<file path="src/rtl/hdlc_tx_framer.sv">
// rtl/hdlc_tx_framer.sv - HDLC transmit framer: flags, zero stuffing, abort and idle generation
module hdlc_tx_framer #(
  parameter int STUFF_LIMIT = 5,
  parameter int ABORT_ONES  = 7
) (
  input  logic       Clk,
  input  logic       Rst,
  input  logic       TxEN,
  input  logic [7:0] Tx_Data,
  input  logic       Tx_Valid,
  input  logic       Tx_Last,
  output logic       Tx_Ready,
  input  logic       Tx_AbortReq,
  output logic       Tx,
  output logic       Tx_FrameActive,
  output logic       Tx_Done,
  output logic       Tx_AbortedFrame,
  output logic       Tx_Underrun
);

  localparam int CW = $clog2(ABORT_ONES + 9);
  localparam int OW = $clog2(STUFF_LIMIT + 1);
  localparam logic [7:0]    FLAG      = 8'h7E;
  localparam logic [CW-1:0] LAST_BIT  = CW'(7);
  localparam logic [CW-1:0] ABORT_END = CW'(ABORT_ONES);
  localparam logic [OW-1:0] ONES_MAX  = OW'(STUFF_LIMIT);

  // state names describe the bit currently on Tx
  typedef enum logic [2:0] {
    S_IDLE, S_FLAG_OPEN, S_DATA, S_STUFF, S_FLAG_CLOSE, S_ABORT
  } state_t;

  state_t        state, state_nx;
  logic [CW-1:0] cnt, cnt_nx;
  logic [OW-1:0] ones;
  logic [7:0]    shift, hold;
  logic          hold_full, hold_last, cur_last, last_seen;
  logic          accept, abort_evt, load, adv, under, tx_nx;

  assign Tx_Ready  = Rst && TxEN && !hold_full && !last_seen &&
                     (state == S_IDLE || state == S_FLAG_OPEN || state == S_DATA);
  assign accept    = Tx_Valid && Tx_Ready;
  assign abort_evt = (Tx_AbortReq || !TxEN) && state != S_IDLE && state != S_ABORT;

  // state register
  always_ff @(posedge Clk or negedge Rst) begin
    if (!Rst) begin
      state <= S_IDLE;
      cnt   <= '0;
    end else begin
      state <= state_nx;
      cnt   <= cnt_nx;
    end
  end

  // next-state: a stuff check comes before any byte-end decision, abort overrides everything
  always_comb begin
    state_nx = state;
    cnt_nx   = cnt;
    load     = 1'b0;
    adv      = 1'b0;
    under    = 1'b0;
    case (state)
      S_IDLE: begin
        if (accept) begin
          state_nx = S_FLAG_OPEN;
          cnt_nx   = '0;
        end
      end
      S_FLAG_OPEN: begin
        if (cnt == LAST_BIT) begin
          state_nx = S_DATA;
          cnt_nx   = '0;
          load     = 1'b1;
        end else begin
          cnt_nx = cnt + 1'b1;
        end
      end
      S_DATA, S_STUFF: begin
        if (state == S_DATA && ones == ONES_MAX) begin
          state_nx = S_STUFF;
        end else if (cnt != LAST_BIT) begin
          state_nx = S_DATA;
          cnt_nx   = cnt + 1'b1;
          adv      = 1'b1;
        end else if (cur_last) begin
          state_nx = S_FLAG_CLOSE;
          cnt_nx   = '0;
        end else if (hold_full) begin
          state_nx = S_DATA;
          cnt_nx   = '0;
          load     = 1'b1;
        end else begin
          state_nx = S_ABORT;
          cnt_nx   = '0;
          under    = 1'b1;
        end
      end
      S_FLAG_CLOSE: begin
        if (cnt == LAST_BIT) state_nx = S_IDLE;
        else                 cnt_nx   = cnt + 1'b1;
      end
      S_ABORT: begin
        if (cnt == ABORT_END) state_nx = S_IDLE;
        else                  cnt_nx   = cnt + 1'b1;
      end
      default: state_nx = S_IDLE;
    endcase
    if (abort_evt) begin
      state_nx = S_ABORT;
      cnt_nx   = '0;
      load     = 1'b0;
      adv      = 1'b0;
    end
  end

  // output: the bit that goes onto Tx at the next edge
  always_comb begin
    tx_nx = 1'b1;
    case (state_nx)
      S_FLAG_OPEN, S_FLAG_CLOSE: tx_nx = FLAG[cnt_nx[2:0]];
      S_DATA:                    tx_nx = load ? hold[0] : shift[1];
      S_STUFF:                   tx_nx = 1'b0;
      S_ABORT:                   tx_nx = (cnt_nx != '0);
      default:                   tx_nx = 1'b1;
    endcase
  end

  // registered line and status pulses
  always_ff @(posedge Clk or negedge Rst) begin
    if (!Rst) begin
      Tx              <= 1'b1;
      Tx_FrameActive  <= 1'b0;
      Tx_Done         <= 1'b0;
      Tx_AbortedFrame <= 1'b0;
      Tx_Underrun     <= 1'b0;
    end else begin
      Tx              <= tx_nx;
      Tx_FrameActive  <= (state_nx != S_IDLE);
      Tx_Done         <= (state == S_FLAG_CLOSE) && (state_nx == S_IDLE);
      Tx_AbortedFrame <= (state == S_ABORT) && (state_nx == S_IDLE);
      Tx_Underrun     <= under;
    end
  end

  // datapath: hold register, shift register and consecutive-ones counter
  always_ff @(posedge Clk or negedge Rst) begin
    if (!Rst) begin
      shift     <= '0;
      hold      <= '0;
      hold_full <= 1'b0;
      hold_last <= 1'b0;
      cur_last  <= 1'b0;
      last_seen <= 1'b0;
      ones      <= '0;
    end else begin
      if (load) begin
        shift    <= hold;
        cur_last <= hold_last;
      end else if (adv) begin
        shift <= {1'b0, shift[7:1]};
      end
      if (state_nx == S_DATA) ones <= tx_nx ? ones + 1'b1 : '0;
      else                    ones <= '0;
      if (abort_evt || state_nx == S_IDLE) begin
        hold_full <= 1'b0;
        hold_last <= 1'b0;
        last_seen <= 1'b0;
      end else if (accept) begin
        hold      <= Tx_Data;
        hold_full <= 1'b1;
        hold_last <= Tx_Last;
        if (Tx_Last) last_seen <= 1'b1;
      end else if (load) begin
        hold_full <= 1'b0;
      end
    end
  end

endmodule

</file>
<file path="config.mk">
export PLATFORM = sky130hd
export DESIGN_NAME = hdlc_tx_framer
export DESIGN_NICKNAME = d
export VERILOG_FILES = /design/src/rtl/hdlc_tx_framer.sv
export SDC_FILE = /design/constraint.sdc
export NUM_CORES = 1
export LEC_CHECK = 0
export CORE_MARGIN = 10
export CORE_UTILIZATION = 56
export CTS_CLUSTER_SIZE = 8
export DETAILED_ROUTE_END_ITERATION = 7
export PLACE_DENSITY = 0.79
export REMOVE_ABC_BUFFERS = 1
export SETUP_SLACK_MARGIN = 0.15
export SLEW_MARGIN = 20
export SYNTH_ARGS = -nofsm -noshare
export SYNTH_HDL_FRONTEND = slang
export SYNTH_SLANG_ARGS = --single-unit
</file>
<file path="constraint.sdc">
create_clock -name Clk -period 3.27 [get_ports Clk]
set_clock_uncertainty 0.1 [all_clocks]
set_input_delay 0.981 -clock Clk [delete_from_list [all_inputs] [get_ports Clk]]
set_output_delay 0.981 -clock Clk [all_outputs]
set_load 0.01 [all_outputs]
</file>
# Word-level counts from Yosys, hierarchy flattened
# Memories as Yosys holds them, arrays and structs flattened.
# Index checks and enable logic that the tools add are counted.
# op_classes
add_sub_neg,2
muxes,47
reduce_logical,31
n_bitwise,1
order_cmp,1
eq_ne,14
# ops
op,n
$mux W3,10
$mux W1,25
$mux W4,6
$mux W8,2
$pmux W4 S4,1
$eq A3 B3 Y1 const B,5
$eq A3 B2 Y1 const B,4
$pmux W3 S4,1
$logic_and A1 B1 Y1,10
$reduce_bool A3 Y1,3
$eq A3 B1 Y1 const B,2
$logic_not A3 Y1,2
$reduce_bool A2 Y1,3
$reduce_or A2 Y1,3
$add A4 B1 Y4 const B,1
$eq A4 B3 Y1 const B,1
$logic_or A1 B1 Y1,4
$lt A3 B4 Y1 const B,1
$ne A4 B3 Y1 const B,1
$pmux W1 S4,1
$reduce_and A2 Y1,2
$reduce_bool A4 Y1,1
$add A3 B1 Y3 const B,1
$logic_not A1 Y1,3
3 further kinds,3
# word_totals
elab_cells,111
romBits,8
ff_bits,35
in_bits,14
mem_count,1
output_inout_bits,6
# memory_table
name,depth,word_bits,rd,rd_ports_with_merged_regs,write_ports,line_no,text
(name not given),8,1,1,0,0,121,"S_FLAG_OPEN, S_FLAG_CLOSE: tx_nx = FLAG[cnt_nx[2:0]];"

# Longest topological paths before layout
# logic_depth
ltp_word,13
mapped_depth,11
mapped_depth_nobuf,10

# Least setup slack after synthesis
# OpenSTA, ideal clock, no wires.
# synth_path
kind,input to register
from,input port Rst
to,register hold[0]
setup_ns,0.125
cell_stages,7
setup_slack_ns,0.586
t_arrival_ns,2.459
n_path_buf,0
t_required_ns,3.045
cell_sequence,nand4bb_1 > and4bb_1 > nor4_4 > inv_2 > o31ai_4 > nor2_4 > mux2_4
# synth_via
elab_chain_cells,12
# synth_rtl
item,line_no,text
from (decl),7,"input logic Rst,"
$logic_and A1 B1 Y1 (4 in a row),40,assign Tx_Ready = Rst && TxEN && !hold_full && !last_seen &&
$logic_and A1 B1 Y1,42,assign accept = Tx_Valid && Tx_Ready;
$mux W3,65,if (accept) begin
$pmux W3 S4,63,case (state)
$mux W3,109,if (abort_evt) begin
via state_nx[0],33,"state_t state, state_nx;"
$logic_not A3 Y1,165,if (abort_evt || state_nx == S_IDLE) begin
$logic_or A1 B1 Y1,165,
$not A1 Y1 (no line),n/a,
$reduce_and A2 Y1 (no line),n/a,
to (signal assigned),170,hold <= Tx_Data;
to (decl),36,"logic [7:0] shift, hold;"
# The timed path passes the listed nets, and every way through them passes these cells.
# A chain may end at the register's enable or synchronous reset.

# Final worst setup path
# layout_path
from,input port Rst
to,output port Tx_Ready
# layout_via
elab_chain_cells,4
# layout_rtl
item,line_no,text
$logic_and A1 B1 Y1 (4 in a row),40,
to (decl),12,"output logic Tx_Ready,"
# Every way passes these cells.

==> run metrics <==
top cells by area, synth dfrtp_1 (42%), mux2_4 (6.2%), mux2i_1 (3.1%); GR Util met1 16.6%; most frequent cells in the layout dfrtp_1 (33), clkdlybuf4s50_1 (17), nand2_1 (15); CP Class input port to primary output; diodes inserted 0; worst-case clock buffer depth 2; post-place instance area 2230 um2; Mapped Area 1950 um2; cell taking the most area after synthesis dfrtp_1; area of the multi-input gates 1030 um2; core region area 3360 um2; top cell type's share of synthesized area 42.4%; Arr. time, crit path 1.90 ns; CTS H-tree depth 2; share of cells above drive strength 1 21.3%; internal power 916 uW; cell area after layout 2300 um2; Clk pwr share 15.6%; Syn Area/Cell 11.0 um2; Initial Util 58.0%; Final Critical Period 2.99 ns; unrepaired setup endpoints after global routing no; fin crit share 91.3%; Max Slew Vio Count 0; cells after synthesis 178; Top-Level Pins 20; crit-path max cell delay 0.48 ns; Syn. warnings 0; Fin Setup TNS 0 ns; post-synthesis sequential area ratio 43.7%; Rel. slew slack 68.1%; power per cell area 626 nW/um2; TritonCTS Buffers 5; Synth cell types 64; DR vias/cell 5.86; Max-cap violations 0; row count 21; total clock sinks 34; Flop pwr share 41.2%; GRT Total Usage 14.4%; met2 global-route usage 24.3%; # nets final 228; Die ar. 6240 um2; Post-Route Utilization 68.5%; Final ANT Viol Nets 0; sw frac 36.4%; number of I/O port buffers 19; clk_lat worst skew 0.35 ns; CP cell instances clkdlybuf4s50_1 > nand4bb_1 > nor2b_2 > buf_2; worst hold path type flop to flop; vias in the first global route 1,569; CTS tree built; endpoints failing setup 0; worst IR drop on VDD 0.341 mV; Max Fclk 0.335 GHz; Congestion Overflow GR 0; FF/Latch Area 852 um2; Max stage delay cell, worst path clkdlybuf4s50_1; total power 1.44 mW; critical path required time 2.19 ns; largest net degree at the start of global routing 35; combinational power share 43.3%; most used routing layer met2; CP Max Fanout 2; global-route wire length before repair 7.27 mm; vias post-DR 1,507; WL/cell 16.6 um; Slew @ Worst Pin 0.479 ns; DR DRC count 0; CTS root buffer clkbuf_4; Worst setup EP type primary output; run status finished, final reports clean; most common cell after layout, fill and taps aside dfrtp_1; Chip Width 79 um; hold buffers post-CTS 0; DIE HEIGHT 79 um; EDFF count, synth 0; DR pass1 iterations 4; Critical Path Start Type input port; met3 Use GR 4.17%; Post-synth ARST share 100%; sw power 525 uW; Layout area overhead 18.1%; hpwl dp 3.23 mm; Yosys reg bits 34; initial antenna violation count 0; Primary FF master, synth dfrtp_1; initial drt markers 139; Final Hold Fails 0; FILL cells 285; routed wire length 4.26 mm; clock transition at the registers of the reported paths 0.10 ns; Leakage 0.990 nW; Final GP Congestion 0.940
critical path: cells and delay by family:
kind | cells | cell delay [ns]
AND/OR/NAND/NOR | 2 | 0.29
buffers and inverters | 2 | 0.63
cell families after synthesis:
kind of cell,synth area share (%)
buf+inv,3.34
simple gates,19.6
fa+ha+maj,2.57
compound gates,19.6
xor+xnor,1.35
mux,9.82
flops,43.7
through the flow:
stage | worst slack, ns | hold slack (ns) | std cells
6_report | 0.285 | 0.392 | 257
5_1_grt | 0.218 | 0.420 | 257
4_1_cts | 0.178 | 0.401 | 256
3_5_place_dp | -0.265 | 0.385 | 247
3_3_place_gp | -0.212 | 0.364 | 247
2_1_floorplan | 0.471 | 0.350 | 173
final timing paths:
check / slack, ns / endpoint / start / cells past startpoint
worst max-delay path: 0.28 / Tx_Ready / Rst / 4
worst min-delay path: 0.39 / ones[0] / ones[0] / 1
worst max register to register: 0.43 / Tx / cnt[0] / 10
worst min register to register: 0.39 / ones[0] / ones[0] / 1
max in group asynchronous: 1.76 / Tx / Rst / 2
min in group asynchronous: 0.96 / last_seen / Rst / 2
metal layers:
metal / vias to the layer above / share of wire, %
met2: 26 / 52
met1: 748 / 42
li1: 723 / -
met3: 10 / 3.5
met4: 0 / 2.3
met5: - / 0
final cells by class:
cell class                 count  area share, %
tap                           46           2.50
multi-input combinational    131           44.9
clock buffer                   7           1.96
sequential                    34           37.0
timing repair buffer          30           11.7
clock inverter                 1          0.326
inverter                       8           1.52
sequential cells by signal, indices dropped and copies added, names as in the netlist, 3 cells and up:
signal and count:
hold 8, shift 7, ones 3, state 3, cnt 4
timing repair:
| item | CTS | global route |
|---|---|---|
| setup endpoints to repair | 1 | 1 |
| gates resized for setup | 4 | 2 |
| pin swaps | 0 | 1 |
| hold endpoints to repair | 0 | 0 |
| buffers inserted | 1 | 1 |
cells in the mapped netlist, types with 2 or more instances:
cell	instances
o31ai_1	3
or2_2	2
nor3_1	6
o311ai_1	2
nor2_1	5
o21a_1	2
a21boi_0	2
and2_1	4
a211oi_1	2
dfrtp_1	33
and3b_1	2
ha_1	4
nand3_1	2
nor2b_1	7
buf_2	3
nand2b_1	4
nor3b_1	2
inv_1	6
o21ai_0	4
xor2_1	2
o21ai_1	5
nand2_1	15
a31oi_1	2
mux2_4	8
a21oi_1	6
mux2i_1	6
nor4_1	2
power by group through the flow:
stage	combinational, mW	sequential, mW	clock (mW)
global placement	0.589	0.596	0
floorplan	0.443	0.582	0
detailed placement	0.613	0.601	0
finish	0.623	0.593	0.225
CTS	0.619	0.593	0.231
global route	0.678	0.610	0.253
No activity file was read; power rests on OpenSTA's default activity.
